==> src/rtl/baud_pkg.sv <==
// baud_pkg: baud rate enumeration and fixed-point divisor calculation for the baud generator.
package baud_pkg;
  typedef enum logic [2:0] {B1200, B2400, B4800, B9600, B19200, B38400, B57600, B115200} baud_e;

  function automatic longint baud_hz(input baud_e b);
    return b == B115200 ? 64'd115200 : b == B57600 ? 64'd57600 : longint'(1200) << b;
  endfunction

  // Divisor in units of 2^-frac_w, rounded to nearest; a rounding carry lands in the integer part naturally.
  function automatic longint calc_div(input longint clk_hz, input longint baud, input longint os,
                                      input longint frac_w);
    return ((clk_hz << (frac_w + 1)) / (baud * os) + 1) >> 1;
  endfunction
endpackage

==> src/rtl/frac_period_div.sv <==
// frac_period_div: fractional-N period counter; emits a tick at the end of each period and a reload strobe.
module frac_period_div #(
  parameter int CNT_W  = 16,
  parameter int FRAC_W = 4
) (
  input  logic              clock,
  input  logic              rst,
  input  logic              run,
  input  logic              clr,
  input  logic [CNT_W-1:0]  div_int,
  input  logic [FRAC_W-1:0] div_frac,
  output logic              tick,
  output logic              reload
);
  logic              r_run;
  logic [CNT_W-1:0]  r_cnt;
  logic [FRAC_W-1:0] r_acc;
  logic [FRAC_W:0]   w_sum;
  logic              w_zero;

  assign w_zero = r_cnt == '0;
  assign tick   = run && r_run && w_zero && !clr;
  assign reload = run && (!r_run || w_zero || clr);
  assign w_sum  = {1'b0, clr ? {FRAC_W{1'b0}} : r_acc} + {1'b0, div_frac};

  always_ff @(posedge clock or posedge rst)
    if (rst) {r_run, r_cnt, r_acc} <= '0;
    else if (!run) {r_run, r_cnt, r_acc} <= '0;
    else begin
      r_run <= 1'b1;
      if (!reload) r_cnt <= r_cnt - CNT_W'(1);
      else if (div_int == '0) begin
        r_cnt <= '0;
        r_acc <= '0;
      end else begin
        r_acc <= w_sum[FRAC_W-1:0];
        r_cnt <= div_int + CNT_W'(w_sum[FRAC_W]) - CNT_W'(1);
      end
    end
endmodule

==> src/rtl/baud_tick_gen.sv <==
// baud_tick_gen: UART baud generator with oversample, mid-bit and end-of-bit ticks plus a baud square wave.
module baud_tick_gen
  import baud_pkg::*;
#(
  parameter int CLK_FREQ_HZ = 50000000,
  parameter int OVERSAMPLE  = 16,
  parameter int CNT_W       = 16,
  parameter int FRAC_W      = 4
) (
  input  logic                    clock,
  input  logic                    rst,
  input  logic                    en,
  input  logic [2:0]              baud_sel,
  input  logic                    div_ovr_en,
  input  logic [CNT_W+FRAC_W-1:0] div_ovr,
  input  logic                    sync_clear,
  output logic                    tick_os,
  output logic                    tick_mid,
  output logic                    tick_bit,
  output logic                    baud_clk,
  output logic                    rate_valid
);
  localparam int DW = CNT_W + FRAC_W;
  localparam int OW = $clog2(OVERSAMPLE);

  logic [DW-1:0] w_tab [8];
  logic [DW-1:0] w_sel, r_act;
  logic [OW-1:0] r_os;
  logic          w_tick, w_reload, r_bclk;

  for (genvar g = 0; g < 8; g++) begin : g_tab
    localparam logic [DW-1:0] D = DW'(calc_div(longint'(CLK_FREQ_HZ), baud_hz(baud_e'(g)),
                                               longint'(OVERSAMPLE), longint'(FRAC_W)));
    assign w_tab[g] = D;
  end

  assign w_sel = div_ovr_en ? div_ovr : w_tab[baud_sel];

  frac_period_div #(.CNT_W(CNT_W), .FRAC_W(FRAC_W)) u_div (
    .clock    (clock),
    .rst      (rst),
    .run      (en),
    .clr      (sync_clear),
    .div_int  (w_sel[DW-1:FRAC_W]),
    .div_frac (w_sel[FRAC_W-1:0]),
    .tick     (w_tick),
    .reload   (w_reload)
  );

  // Ticks are qualified by the divisor that defined the period now ending.
  assign tick_os    = w_tick && r_act[DW-1:FRAC_W] != '0;
  assign tick_mid   = tick_os && r_os == OW'(OVERSAMPLE / 2 - 1);
  assign tick_bit   = tick_os && r_os == OW'(OVERSAMPLE - 1);
  assign baud_clk   = r_bclk;
  assign rate_valid = !rst && ((en ? r_act[DW-1:FRAC_W] : w_sel[DW-1:FRAC_W]) != '0);

  always_ff @(posedge clock or posedge rst)
    if (rst) {r_act, r_os, r_bclk} <= '0;
    else if (!en) {r_act, r_os, r_bclk} <= '0;
    else begin
      if (w_reload) r_act <= w_sel;
      if (sync_clear) begin
        r_os   <= '0;
        r_bclk <= 1'b0;
      end else if (tick_os) begin
        r_os   <= tick_bit ? '0 : r_os + OW'(1);
        r_bclk <= (tick_mid || tick_bit) ? ~r_bclk : r_bclk;
      end
    end
endmodule

==> config.mk <==
export PLATFORM = sky130hd
export DESIGN_NAME = baud_tick_gen
export DESIGN_NICKNAME = d
export VERILOG_FILES = /design/src/rtl/baud_pkg.sv /design/src/rtl/frac_period_div.sv /design/src/rtl/baud_tick_gen.sv
export SDC_FILE = /design/constraint.sdc
export NUM_CORES = 1
export LEC_CHECK = 0
export CORE_MARGIN = 2
export CORE_UTILIZATION = 41
export DETAILED_ROUTE_END_ITERATION = 10
export HOLD_SLACK_MARGIN = 0.05
export SLEW_MARGIN = 20
export SYNTH_ARGS = -nofsm -noshare
export SYNTH_HDL_FRONTEND = slang
export SYNTH_HIERARCHICAL = 1
export SYNTH_SLANG_ARGS = --single-unit
==> constraint.sdc <==
create_clock -name clock -period 3.1 [get_ports clock]
set_input_delay 0.93 -clock clock [delete_from_list [all_inputs] [get_ports clock]]
set_output_delay 0.93 -clock clock [all_outputs]
set_load 0.1 [all_outputs]
# Word level (Yosys, flattened, before mapping)
# Memory sizes are Yosys's and may differ from the RTL's.
# Cells that the tools add are included.
[word_totals] reg_bits=46 inputBits=28 rom_bits=160 word_cells=61 output_inout_bits=5 mem_count=1
[op_classes] magnitude_cmp=1 n_mux=22 n_reduce_logical=19 eq_ne=5 addsub=5 bitwise_logic=2
[memory_table] memory="(name not given)" words=8 word_bits=20 rd=1 rd_ports_with_merged_regs=0 wr=0 line="baud_tick_gen.sv:37" source="assign w_sel = div_ovr_en ? div_ovr : w_tab[baud_sel];"
[op_table] operator="2-to-1 mux 20 bit" count=5
[op_table] operator="2-to-1 mux 16 bit" count=4
[op_table] operator="zero test 16 bit" count=2
[op_table] operator="2-to-1 mux 4 bit" count=8
[op_table] operator="nonzero test 16 bit" count=2
[op_table] operator="subtractor 16 x 1 -> 16 bit, second input constant" count=2
[op_table] operator="adder 16 x 1 -> 16 bit" count=1
[op_table] operator="logical AND 1 bit" count=8
[op_table] operator="!= test 3 x 1 -> 1 bit, second input constant" count=2
[op_table] operator="adder 4 x 4 -> 5 bit" count=1
[op_table] operator="2-to-1 mux 1 bit" count=5
[op_table] operator="adder 4 x 1 -> 4 bit, second input constant" count=1
[op_table] operator="== test 4 x 3 -> 1 bit, second input constant" count=1
[op_table] operator="== test 4 bit, second input constant" count=1
[op_table] operator="greater-or-equal comparator 4 bit, second input constant" count=1
[op_table] operator="inverter 3 -> 4 bit" count=1
[op_table] operator="zero test 1 bit" count=3
[op_table] operator="logical OR 1 bit" count=3
[op_table] operator="!= test 2 x 1 -> 1 bit, second input constant" count=1
[op_table] operator="AND reduction 2 bit" count=1
[op_table] operator="inverter 1 bit" count=1

# Longest topological paths before layout
[logic_depth] ltp_word=11 mapped_depth=15 mapped_depth_nobuf=15

# Hierarchy
# The synthesis kept the hierarchy.
[by_module_without_submodules] module="baud_tick_gen" instances=1 area_each_um2=1546.5 cells_per_inst=166 seq_area_each_um2=525.5
[by_module_without_submodules] module="frac_period_div" instances=1 area_each_um2=1527.7 cells_per_inst=165 seq_area_each_um2=525.5

# Worst setup path before layout
# Ideal clock, no wire load.
[synth_path] path_kind="register to output" start="register u_div.r_cnt[0]" end="output port tick_mid" stages_incl_launch_ff=9 setup_slack_ps=-1987 t_required_ps=2170 arrival_time_ps=4157 n_path_buf=1 path_cell_list="dfrtp_1 > inv_1 > ha_1 > or4b_2 > or4_4 > nor2_1 > o41ai_4 > buf_6 > nor3_1"
[synth_via] elab_chain_len=5
[synth_lines] item="start: declaration" line="frac_period_div.sv:16" source="logic [CNT_W-1:0] r_cnt;"
[synth_lines] item="start signal: assignment" line="frac_period_div.sv:31" source="if (!reload) r_cnt <= r_cnt - CNT_W'(1);"
[synth_lines] item="start signal: assignment" line="frac_period_div.sv:37" source="r_cnt <= div_int + CNT_W'(w_sum[FRAC_W]) - CNT_W'(1);"
[synth_lines] item="zero test 16 bit" line="frac_period_div.sv:21" source="assign w_zero = r_cnt == '0;"
[synth_lines] item="logical AND 1 bit (2 in series)" line="frac_period_div.sv:22" source="assign tick = run && r_run && w_zero && !clr;"
[synth_lines] item="net w_tick" line="baud_tick_gen.sv:29" source="logic w_tick, w_reload, r_bclk;"
[synth_lines] item="logical AND 1 bit" line="baud_tick_gen.sv:51" source="assign tick_os = w_tick && r_act[DW-1:FRAC_W] != '0;"
[synth_lines] item="logical AND 1 bit" line="baud_tick_gen.sv:52" source="assign tick_mid = tick_os && r_os == OW'(OVERSAMPLE / 2 - 1);"
[synth_lines] item="end: declaration" line="baud_tick_gen.sv:18" source="output logic tick_mid,"
# The timed path passes the listed nets, and every way through them passes these cells.

# Worst setup path in the final report
[layout_path] start="input port baud_sel[1]" end="register u_div.r_cnt[10]"
[layout_via] elab_chain_len=11 elab_cells_between_ends=12 classes_between="3 x add/sub; 6 x mux; 1 x bitwise; 1 x reduce/logical; 1 x memory"
[layout_lines] item="start: declaration" line="baud_tick_gen.sv:13" source="input logic [2:0] baud_sel,"
[layout_lines] item="inverter 3 -> 4 bit (implied by the code)" line="baud_tick_gen.sv:37"
[layout_lines] item="memory (8 x 20 bit)"
[layout_lines] item="2-to-1 mux 20 bit (implied by the code) (2 in series)" line="baud_tick_gen.sv:37"
[layout_lines] item="2-to-1 mux 20 bit" line="baud_tick_gen.sv:37"
[layout_lines] item="net w_sel[0]" line="baud_tick_gen.sv:27" source="logic [DW-1:0] w_sel, r_act;"
[layout_lines] item="adder 4 x 4 -> 5 bit" line="frac_period_div.sv:24" source="assign w_sum = {1'b0, clr ? {FRAC_W{1'b0}} : r_acc} + {1'b0, div_frac};"
[layout_lines] item="adder 16 x 1 -> 16 bit" line="frac_period_div.sv:37"
[layout_lines] item="subtractor 16 x 1 -> 16 bit" line="frac_period_div.sv:37"
[layout_lines] item="2-to-1 mux 16 bit" line="frac_period_div.sv:32" source="else if (div_int == '0) begin"
[layout_lines] item="2-to-1 mux 16 bit" line="frac_period_div.sv:31"
[layout_lines] item="2-to-1 mux 16 bit" line="frac_period_div.sv:28" source="else if (!run) {r_run, r_cnt, r_acc} <= '0;"
# The timed path passes the listed nets, and every way through them passes these cells. The select of a mux whose other input is x is not followed.
# A chain may end at the register's enable or synchronous reset.

==> impl_metrics.yaml <==
power:
  power_density_nw_per_um2: 342.0
  power.total_mw: 1.631
  power_leakage_nw: 2.146
  max-vdd-ir-drop_mv: 0.2378
setup_path:
  cp_slowest_stage_delay_ns: 0.42
  crit_buf_inv: 2
  path_delay_family: "adder cells"
  r2r_cells: 13
  cp.arrival_ns: 3.94
  worst_setup_path_start_kind: "input pin"
  crit_type: "in2reg"
  critPathRequiredTime_ns: 3.31
  cp-end-kind: "register"
  crit_slowest_cell: "or4_4"
  crit_chain: "buf_8 -> buf_6 -> ha_4 -> o31ai_4 -> ha_2 -> fa_2 -> a21o_1 -> a21oi_2 -> ha_2 -> ha_4 -> or3b_4 -> or2_4 -> or4_4 -> xor2_1 -> o22ai_1"
  path_depth: 15
  worst-path-max-fanout: 3
sta:
  period_share_pct: 120.3
  hold_violations: 0
  whs_ns: 0.5524
  min_period_ns: 3.729
  setup_ws_ns: -0.6288
  setup_tns_ns: -7.607
  setup_viol: 24
  slew_headroom_pct: 45.33
  rsz0062_at_grt: "yes"
  drv_slew: 0
  fmax_mhz: 268.2
  tightest_slew_ns: 0.8191
  clock_skew_ns: 0.01384
clock_network:
  cts_tree: "yes"
  cts_root_buffer: "clkbuf_8"
  cts-htree-levels: 2
  cts_buffers: 5
  cts.clk_slew.worst_paths_ns: 0.09
  clock_latency_ns: 0.30
  ctsLongestPathBuffers: 2
  cts_sinks: 42
  hold_buffers: 0
global_routing:
  grt-ovfl-total: 0
  grt_max_degree: 22
  grt_pass1_wl_um: 14280
  gr-usage-all-layers_pct: 21.56
  antenna_found_initial: 0
  grt_pass1_vias: 2887
place:
  gp_congestion: 0.8400
  hpwl_um: 5929
  pre_cts_ws_ns: -1.453
  port_buffers: 32
finish:
  layout_commonest_cell: "buf_4"
  diodes: 0
  syn_to_final_growth_pct: 55.15
  layout.nets: 488
  drive_above_1_share_pct: 41.26
  layout_common_cells: "buf_4 (71), dfrtp_1 (42), mux2i_1 (18)"
floorplan:
  start_util_pct: 42.38
  die_h_um: 90.59
  dieArea_um2: 8207
  core_um2: 7253
  std_cell_rows: 31
  ioPinCount: 33
  die_x_um: 90.59
synth:
  synth_async_sr_flop_share_pct: 100.0
  syn_avg_cell_area_um2: 9.288
  synthesis.area_um2: 3074
  synth_nets: 374
  synthFlopType: "dfrtp_1"
  syn_inst: 331
  ys_warn_count: 6
  synth_edf_count: 0
  ys_seq_elements: 42
  ys_seq_area_share_pct: 34.19
  synth_cell_type_count: 58
job:
  drv_cap: 0
route:
  drc: 0
  dr.pass1.iters: 4
  num_vias: 2845
  wl_per_cell_um: 15.82
  drtIter0Drc: 130
  vias_per_cell: 5.220
  drt_wl_total_um: 8620
  ant_nets: 0
min_path:
  hold_class: "reg2reg"
  min_path_cells: 2
run_status:
  violations: "negative setup slack"
  status: "finished with violations"
[layout make-up]
| cell class | instances | area (um2) |
|---|---|---|
| Clock inverter | 2 | 13.76 |
| Timing Repair Buffer | 121 | 1169 |
| Clock buffer | 6 | 72.57 |
| Tap cell | 99 | 123.9 |
| Inverter | 18 | 80.08 |
| Fill cell | 598 | 2484 |
| Multi-Input combinational cell | 257 | 2260 |
| Sequential cell | 42 | 1051 |
[power by group]
group / internal [mW] / total [mW] / switching [mW]
Combinational: 0.344 / 0.668 / 0.324
Sequential: 0.588 / 0.610 / 0.0219
Clock: 0.159 / 0.353 / 0.194
Total: 1.09 / 1.63 / 0.540
[final timing paths]
path                                start              end  slack (ns)
max                           baud_sel[1]  u_div/r_cnt[10]       -0.63
min                              r_act[6]         r_act[6]        0.55
max reg2reg                u_div/r_acc[0]  u_div/r_cnt[10]       -0.11
min reg2reg                      r_act[6]         r_act[6]        0.55
max in group asynchronous             rst   u_div/r_cnt[0]        1.40
min in group asynchronous             rst         r_act[8]        1.18
[sequential cells by signal, summed over array words and instances, names as in the netlist]
name         cells
u_div/r_acc      4
r_os             4
u_div/r_run      1
u_div/r_cnt     16
r_act           16
baud_clk         1
[metrics by stage]
stage,cells,utilization [%],area (um2)
after floorplan,331,-,3221
after global placement,517,56.49,4098
after detailed placement,517,56.49,4098
after CTS,543,63.41,4599
after global routing,545,65.76,4770
final,545,65.76,4770
[Yosys cell counts (3+ instances only)]
library cell / count / area, um2
and2_1: 6 / 37.54
o31a_1: 5 / 43.79
or4_4: 5 / 56.30
o211a_1: 4 / 40.04
inv_1: 17 / 63.81
a21oi_1: 8 / 40.04
nand2_1: 18 / 67.56
or3_1: 5 / 31.28
nand3_1: 5 / 25.02
o22ai_1: 14 / 87.58
nor2b_1: 18 / 112.6
or2_2: 6 / 37.54
nor2_1: 23 / 86.33
dfrtp_1: 42 / 1051
a21o_1: 4 / 30.03
or4_1: 4 / 30.03
ha_1: 14 / 175.2
nand2b_1: 7 / 43.79
mux2i_1: 19 / 190.2
buf_2: 4 / 20.02
o21ai_1: 3 / 15.01
xor2_1: 11 / 96.34
xnor2_1: 16 / 140.1
clkbuf_1: 7 / 26.28
nor4_1: 12 / 75.07
o21ai_0: 10 / 50.05
nor3_1: 7 / 35.03
[routing by layer]
layer	vias up	wire length (um)	GRT usage, %
li1	1422	-	-
met1	1365	4026	29.54
met2	50	4295	35.88
met3	8	191	2.755
met4	0	106	5.897
met5	-	0	0
[repair_timing]
| item | in CTS | in global routing |
|---|---|---|
| gates resized for setup | 79 | 38 |
| setup buffers | 15 | 5 |
| pin swaps | 39 | 39 |
| endpoints found under the setup margin | 24 | 24 |
| cloned | 3 | 0 |
[kinds of logic (layout without fill, tap and decap cells)]
logic type	Yosys count	in the layout	share of synthesized area (%)
buffers and inverters	33	147	4.884
XOR/XNOR	27	27	7.692
adder cells (fa/ha/maj)	15	15	6.349
multiplexers	20	20	6.553
AO/OA/AOI/OAI	63	63	15.14
flip-flops	42	42	34.19
AND/OR/NAND/NOR	131	132	25.19
[worst min-delay path, cell delays in order (launching register included)]
cell and delay, ns:
dfrtp_1 0.35, mux2i_1 0.07, nor2b_1 0.10
Note: power is estimated with default switching activity, not from simulation.
